==> src/rtl/fetch_stage.sv <==
// rtl/fetch_stage.sv - IF stage with PC register, ICACHE miss FSM and IF/ID pipeline register
//
// Purpose:
//    Owns PCF and issues one fetch request per cycle to the ICACHE. A hit
//    (ic_ready in FETCH) delivers the word in the same cycle. A miss parks the
//    FSM in MISS with PCF held until the response arrives. A redirect during a
//    miss moves to DRAIN, which swallows the wrong-path response before
//    refetching from the latest redirect target. Misses insert bubbles into D.
//
// Ports:
//    clk, rst_n            rising-edge clock, synchronous active-low reset
//    stallF, stallD        hold PCF / hold IF/ID register
//    flushD                squash IF/ID
//    pcsrcE, pctargetE     redirect request and target
//    ic_req, ic_addr       fetch request valid and address (ic_addr = PCF)
//    ic_ready, ic_rdata    response valid and instruction word
//    instrD, pcD, pcplus4D IF/ID register contents
//    validD                instrD is a real instruction
//    fetch_busy            miss outstanding (MISS or DRAIN)
//
// Optional feature (macro FETCH_PERF_CNT_EN):
//    perf_fetched          instructions loaded into IF/ID with validD=1
//    perf_miss_cyc         cycles spent in MISS or DRAIN
//    perf_redirect         cycles with pcsrcE=1

module fetch_stage #(
   parameter int              XLEN      = 32,
   parameter logic [XLEN-1:0] RESET_PC  = '0,
   parameter logic [31:0]     NOP_INSTR = 32'h0000_0013
) (
   input  logic            clk,
   input  logic            rst_n,
   input  logic            stallF,
   input  logic            stallD,
   input  logic            flushD,
   input  logic            pcsrcE,
   input  logic [XLEN-1:0] pctargetE,
   output logic            ic_req,
   output logic [XLEN-1:0] ic_addr,
   input  logic            ic_ready,
   input  logic [31:0]     ic_rdata,
   output logic [31:0]     instrD,
   output logic [XLEN-1:0] pcD,
   output logic [XLEN-1:0] pcplus4D,
   output logic            validD,
   output logic            fetch_busy
`ifdef FETCH_PERF_CNT_EN
   ,
   output logic [31:0]     perf_fetched,
   output logic [31:0]     perf_miss_cyc,
   output logic [31:0]     perf_redirect
`endif
);

   typedef enum logic [1:0] {S_FETCH, S_MISS, S_DRAIN} state_t;

   state_t          r_state;
   state_t          w_state_nxt;
   logic [XLEN-1:0] r_pcf;
   logic [XLEN-1:0] r_pend_tgt;
   logic [31:0]     r_instr;
   logic [XLEN-1:0] r_pcd;
   logic [XLEN-1:0] r_pcp4d;
   logic            r_valid;
   logic            w_resp;
   logic            w_take;
   logic [XLEN-1:0] w_pcf_p4;

   assign w_pcf_p4 = r_pcf + XLEN'(4);

   // State register
   always_ff @(posedge clk) begin
      if (!rst_n) r_state <= S_FETCH;
      else        r_state <= w_state_nxt;
   end

   // Next-state logic
   always_comb begin
      w_state_nxt = r_state;
      case (r_state)
         S_FETCH: if (!ic_ready && !pcsrcE) w_state_nxt = S_MISS;
         S_MISS: begin
            if (ic_ready)    w_state_nxt = S_FETCH;
            else if (pcsrcE) w_state_nxt = S_DRAIN;
         end
         S_DRAIN: if (ic_ready) w_state_nxt = S_FETCH;
         default: w_state_nxt = S_FETCH;
      endcase
   end

   // Output logic. A response in DRAIN belongs to the wrong path and is never
   // usable; a usable word is only consumed when neither F nor D is stalled,
   // otherwise the next cycle re-requests the same (now filled) line.
   always_comb begin
      ic_req     = rst_n;
      fetch_busy = (r_state != S_FETCH);
      w_resp     = ic_ready && (r_state != S_DRAIN);
      w_take     = w_resp && !stallF && !stallD;
   end

   // PCF and pending redirect target. While a miss is open PCF must not move,
   // so a redirect is parked in r_pend_tgt (newest wins) until the stale
   // response drains. A redirect coinciding with the miss response needs no
   // drain since that response completes the request.
   always_ff @(posedge clk) begin
      if (!rst_n) begin
         r_pcf      <= RESET_PC;
         r_pend_tgt <= '0;
      end else begin
         case (r_state)
            S_DRAIN: begin
               if (pcsrcE) r_pend_tgt <= pctargetE;
               if (ic_ready) r_pcf <= pcsrcE ? pctargetE : r_pend_tgt;
            end
            S_MISS: begin
               if (pcsrcE) begin
                  if (ic_ready) r_pcf      <= pctargetE;
                  else          r_pend_tgt <= pctargetE;
               end else if (w_take) begin
                  r_pcf <= w_pcf_p4;
               end
            end
            default: begin
               if (pcsrcE)      r_pcf <= pctargetE;
               else if (w_take) r_pcf <= w_pcf_p4;
            end
         endcase
      end
   end

   // IF/ID register; bubbles keep the previous pcD/pcplus4D.
   always_ff @(posedge clk) begin
      if (!rst_n) begin
         r_instr <= NOP_INSTR;
         r_pcd   <= '0;
         r_pcp4d <= '0;
         r_valid <= 1'b0;
      end else if (flushD || pcsrcE) begin
         r_instr <= NOP_INSTR;
         r_valid <= 1'b0;
      end else if (stallD) begin
         r_instr <= r_instr;
      end else if (w_take) begin
         r_instr <= ic_rdata;
         r_pcd   <= r_pcf;
         r_pcp4d <= w_pcf_p4;
         r_valid <= 1'b1;
      end else begin
         r_instr <= NOP_INSTR;
         r_valid <= 1'b0;
      end
   end

   assign ic_addr  = r_pcf;
   assign instrD   = r_instr;
   assign pcD      = r_pcd;
   assign pcplus4D = r_pcp4d;
   assign validD   = r_valid;

`ifdef FETCH_PERF_CNT_EN
   logic [31:0] r_perf_fetched;
   logic [31:0] r_perf_miss_cyc;
   logic [31:0] r_perf_redirect;
   logic        w_load_valid;

   // Mirrors the IF/ID load branch: a real instruction enters D.
   assign w_load_valid = w_take && !flushD && !pcsrcE && !stallD;

   always_ff @(posedge clk) begin
      if (!rst_n) begin
         r_perf_fetched  <= '0;
         r_perf_miss_cyc <= '0;
         r_perf_redirect <= '0;
      end else begin
         if (w_load_valid) r_perf_fetched  <= r_perf_fetched + 32'd1;
         if (fetch_busy)   r_perf_miss_cyc <= r_perf_miss_cyc + 32'd1;
         if (pcsrcE)       r_perf_redirect <= r_perf_redirect + 32'd1;
      end
   end

   assign perf_fetched  = r_perf_fetched;
   assign perf_miss_cyc = r_perf_miss_cyc;
   assign perf_redirect = r_perf_redirect;
`endif

endmodule

==> config.mk <==
export PLATFORM = sky130hd
export DESIGN_NAME = fetch_stage
export DESIGN_NICKNAME = d
export VERILOG_FILES = /design/src/rtl/fetch_stage.sv
export SDC_FILE = /design/constraint.sdc
export NUM_CORES = 1
export LEC_CHECK = 0
export ABC_AREA = 1
export ABC_CLOCK_PERIOD_IN_PS = 3900
export CAP_MARGIN = 20
export CORE_MARGIN = 5
export CORE_UTILIZATION = 52
export CTS_CLUSTER_DIAMETER = 80
export DETAILED_ROUTE_END_ITERATION = 8
export HOLD_SLACK_MARGIN = 0.05
export PLACE_DENSITY = 0.86
export SLEW_MARGIN = 0
export SYNTH_ARGS = -nofsm -noshare
export SYNTH_HDL_FRONTEND = slang
export SYNTH_SLANG_ARGS = --single-unit
==> constraint.sdc <==
create_clock -name clk -period 3.9 [get_ports clk]
set_clock_uncertainty 0.1 [all_clocks]
set_input_delay 0.585 -clock clk [delete_from_list [all_inputs] [get_ports clk]]
set_output_delay 0.585 -clock clk [all_outputs]
set_load 0.01 [all_outputs]
## Word level (Yosys, flattened, before mapping)

Index checks and enable logic that the tools add are counted.

| word-level totals | value |
|---|---|
| flip-flop bits (word level) | 163 |
| input bits | 71 |
| output and inout bits | 131 |
| logic and storage cells | 54 |

| cells by class | value |
|---|---|
| add/subtract/negate cells | 1 |
| equal/unequal tests | 9 |
| mux-type cells | 17 |
| bitwise gates (word level) | 3 |
| reduce and logical (&&, ||, !) cells | 17 |

Operators by type and width:

| cell | number |
|---|---|
| 32-bit two-way mux | 9 |
| 32-bit case mux with 2 select lines | 2 |
| 32-bit by 3-bit adder with 32-bit output, second input constant | 1 |
| 2-bit inequality test, second input constant | 5 |
| 3-bit AND reduction | 3 |
| 2-bit two-way mux | 4 |
| 3-bit inequality test, second input constant | 2 |
| 2-bit case mux with 3 select lines | 1 |
| 1-bit logical AND | 4 |
| 1-bit logical NOT | 4 |
| 2-bit nonzero test | 2 |
| 1-bit inverter | 3 |
| 2-bit by 1-bit == test with 1-bit output, second input constant | 1 |
| 2-bit == test, second input constant | 1 |
| 2-bit logical NOT | 1 |
| 2-bit AND reduction | 1 |
| 2-bit OR reduction | 1 |
| 1-bit logical OR | 1 |
| 1-bit two-way mux | 1 |

## Logic depth before layout (Yosys ltp)

| depth | value |
|---|---|
| depth after elaboration | 7 |
| mapped depth | 11 |
| depth with buffers taken out | 11 |

## Least setup slack after synthesis

OpenSTA, ideal clock, no wires.

| timing path | value |
|---|---|
| kind | input to register |
| from | input ic_ready |
| to | register r_pcp4d[14], in the netlist pcplus4D[14] |
| data arrival time | 1.557 ns |
| path slack | 2.127 ns |
| cell stages on the path | 8 |
| path buffers | 1 |
| cell sequence | inv_2 > nor2_2 > nand3_4 > nor3_4 > inv_2 > buf_2 > o21ai_0 > inv_1 |

| between the ends | value |
|---|---|
| cells in the longest elaborated chain, start to end | 4 |

RTL lines:

| what | line | RTL |
|---|---|---|
| start: declaration | 40 | `input logic ic_ready,` |
| 1-bit logical AND | 97 | `w_resp = ic_ready && (r_state != S_DRAIN);` |
| 1-bit logical AND (2 in a row) | 98 | `w_take = w_resp && !stallF && !stallD;` |
| 3-bit AND reduction (no source line) | -- |  |
| end signal: assignment | 146 | `r_pcp4d <= w_pcf_p4;` |
| end: declaration | 63 | `logic [XLEN-1:0] r_pcp4d;` |

Every way passes these cells.
A chain may end at the register's enable or synchronous reset.

## Worst setup path after layout

| timing path | value |
|---|---|
| from | input pcsrcE |
| to | register r_pend_tgt[30] |

| between the ends | value |
|---|---|
| cells in the longest elaborated chain, start to end | 2 |

RTL lines:

| what | line | RTL |
|---|---|---|
| start: declaration | 36 | `input logic pcsrcE,` |
| 32-bit two-way mux or 2-bit inequality test (tied branches) | -- |  |
| 32-bit case mux with 2 select lines or 3-bit AND reduction (tied branches) | -- |  |
| end signal: assignment | 112 | `if (pcsrcE) r_pend_tgt <= pctargetE;` |
| end signal: assignment | 118 | `else r_pend_tgt <= pctargetE;` |
| end: declaration | 60 | `logic [XLEN-1:0] r_pend_tgt;` |

Several ways; a longest one is shown, not always the timed one.

==> impl_results.md <==
* Status: complete, no violations
* Final Power at 4.009 mW
* FF-to-FF End: r_pend_tgt[30]
* Routed len/inst at 16.80 um
* Share of cells above drive strength 1 at 4.778%
* Hold WS at 0.3521 ns
* Final Util at 71.27%
* RSZ-0062 raised after global routing: false
* Setup repair bufs after CTS at 0
* Synth top area share at 44.85%
* Crit path to: r_pend_tgt[30]
* Cell count after synthesis at 1,037
* CP Launch Type: input pin
* Core area at 13,720 sq um
* Initial DRC count at 737
* Number of library cell types mapped by synthesis at 33
* Longest Clk Path Bufs at 2
* Post-Syn Area at 7187 sq um
* GRT Total Usage at 28.45%
* First-pass GRT wire length at 36.91 mm
* Least-Margin Pin Slew at 0.9593 ns
* Lkg Pwr at 3.869 nW
* Final setup vio count at 0
* Maximum VDD drop at 0.2752 mV
* Min-delay worst type: reg -> reg
* Area grow syn2layout at 36.06%
* Vias per Instance at 5.473
* Arr. time, crit path at 2.91 ns
* Commonest cells after routing, fill and taps aside: 226 x nand2_1, 200 x clkdlybuf4s50_1, 175 x nor2_1
* R2r worst-path depth at 7
* Skew-Pair Late Insertion Delay at 0.42 ns
* Via count at 7,630
* Fin nets at 1,273
* Sequential element share of the synthesized area at 44.85%
* DRT Wirelength at 23.42 mm
* Die extent in x at 127.6 um
* CP Capture Type: flip-flop
* Post-CTS Resized at 0
* Post-layout min period at 2.701 ns
* DP Worst Slack at 0.8678 ns
* Worst Path Required at 4.11 ns
* CTS tree: built
* Placement Cell Area at 9151 sq um
* Post-synthesis register bit count at 161
* Port bufs at 201
* # hold bufs at CTS at 0
* Clock transition at the registers of the reported paths at 0.06 ns
* Num CTS Buffers at 17
* DP Cell Count at 1,362
* DIE HEIGHT at 127.6 um
* Syn_nets at 1,109
* Slew headroom at 35.98%
* Cell Count, Final, Fillers Out at 1,394
* GRT overflow at 0
* GPL Wtd Cong at 0.9500
* Power Dens Cells at 410.0 nW/um^2
* Antenna viol nets, final at 0
* DRC at 0
* Initial Utilization at 52.38%
* Die footprint at 16,270 sq um
* Pin count of the biggest net entering global routing at 101
* # diodes at 0
* Worst flop-to-flop path startpoint: r_state[1]
* Max H-tree Level at 4
* Reg2Reg Setup Slack at 1.35 ns
* Synth area leaders: dfxtp_1 45%, nand2_1 12%, o21ai_0 9.2%
* Crit Path Class: in -> reg
* # IOs at 202
* Final std cell area, no fill at 9778 sq um
* Final hold violations at 0
* Syn avg cell area at 6.930 sq um
* Max-cap viol count at 0
* CP max FO at 30
* Row cnt at 43
* Clock sinks at 161
* Fraction of the cycle the final worst path needs at 69.27%
* Yosys warns at 0
* Antenna violations before repair at 0
* Hold depth at 2
* Worst setup margin at 1.199 ns
* First-pass DRT Iterations at 5
* CTS Root Cell: clkbuf_16
* Total negative slack at 0 ns
* Max Slew Vio Count at 0
* Most common cell after layout, fill and taps aside: nand2_1
* Detailed Place HPWL at 16.61 mm
* Crit. Startpoint: pcsrcE
* Fmax at 370.2 MHz
* Number of global-route vias before repair at 7,254
* Area leader, netlist: dfxtp_1
synthesized netlist by cell type:
library cell,number
nand2_1,226
nor2_1,175
dfxtp_1,161
o21ai_0,132
a21oi_1,107
inv_1,75
clkbuf_1,32
nand3_1,29
xor2_1,15
buf_2,11
o21ai_1,11
buf_4,8
inv_2,6
clkbuf_2,5
a221oi_1,4
a22o_1,4
buf_6,4
nand2_2,4
nor2_2,4
o22ai_1,3
o31ai_1,3
a211oi_1,2
a31oi_1,2
and2_1,2
buf_1,2
nand2_4,2
nand3_4,2
ha_1,1
inv_4,1
nor3_1,1
nor3_4,1
nor4_1,1
o221ai_1,1
state kept, by name, summed over array words and instances (netlist names):
name,flops
ic_addr,32
instrD,32
pcD,32
pcplus4D,30
r_pend_tgt,32
r_state,2
validD,1
worst max-delay path, cell delays in order:
cell and delay (ns):
clkdlybuf4s50_1 0.45, inv_2 0.33, nor2_1 0.09, nand2_2 0.14
nand2_4 0.13, nand2_2 0.45, inv_1 0.36, o21ai_0 0.29
nor2_1 0.07
cells by family after synthesis:
logic type	count (synthesis)	share of synthesized area, %
and+or+nand+nor	447	25.02
adders and majority gates	1	0.1741
buffers and inverters	144	8.670
xor gates and xnor gates	15	1.828
AOI/OAI and AO/OA	269	19.46
DFF	161	44.85
layout make-up:
cell class,instances,area (sq um)
Fill cell,1093,3941
Multi-Input combinational cell,732,3341
Sequential cell,161,3223
Timing Repair Buffer,207,2052
Clock buffer,19,442.9
Inverter,82,310.3
Tap cell,180,225.2
Clock inverter,13,183.9
where the power goes:
group,internal [mW],switching [mW],total (mW)
registers,1.70,0.0722,1.77
clock network,1.09,0.686,1.77
logic,0.210,0.253,0.463
total,3.00,1.01,4.01
worst min-delay path by stage:
stage	from	endpoint
floorplan	r_pend_tgt[12]	r_pend_tgt[12]
global placement	r_pend_tgt[13]	r_pend_tgt[13]
detailed placement	r_pend_tgt[12]	r_pend_tgt[12]
CTS	r_pend_tgt[12]	r_pend_tgt[12]
global route	r_pend_tgt[13]	r_pend_tgt[13]
finish	r_pend_tgt[12]	r_pend_tgt[12]
routing by layer:
layer  vias up  wire (um)  track usage (%)
met5         -          0                0
met4         0        844            12.74
met3        76       2256            7.483
met2       389      11190            46.64
met1      3498       9125            35.17
li1       3667          -                -
Power figures use the tool's default switching activity.
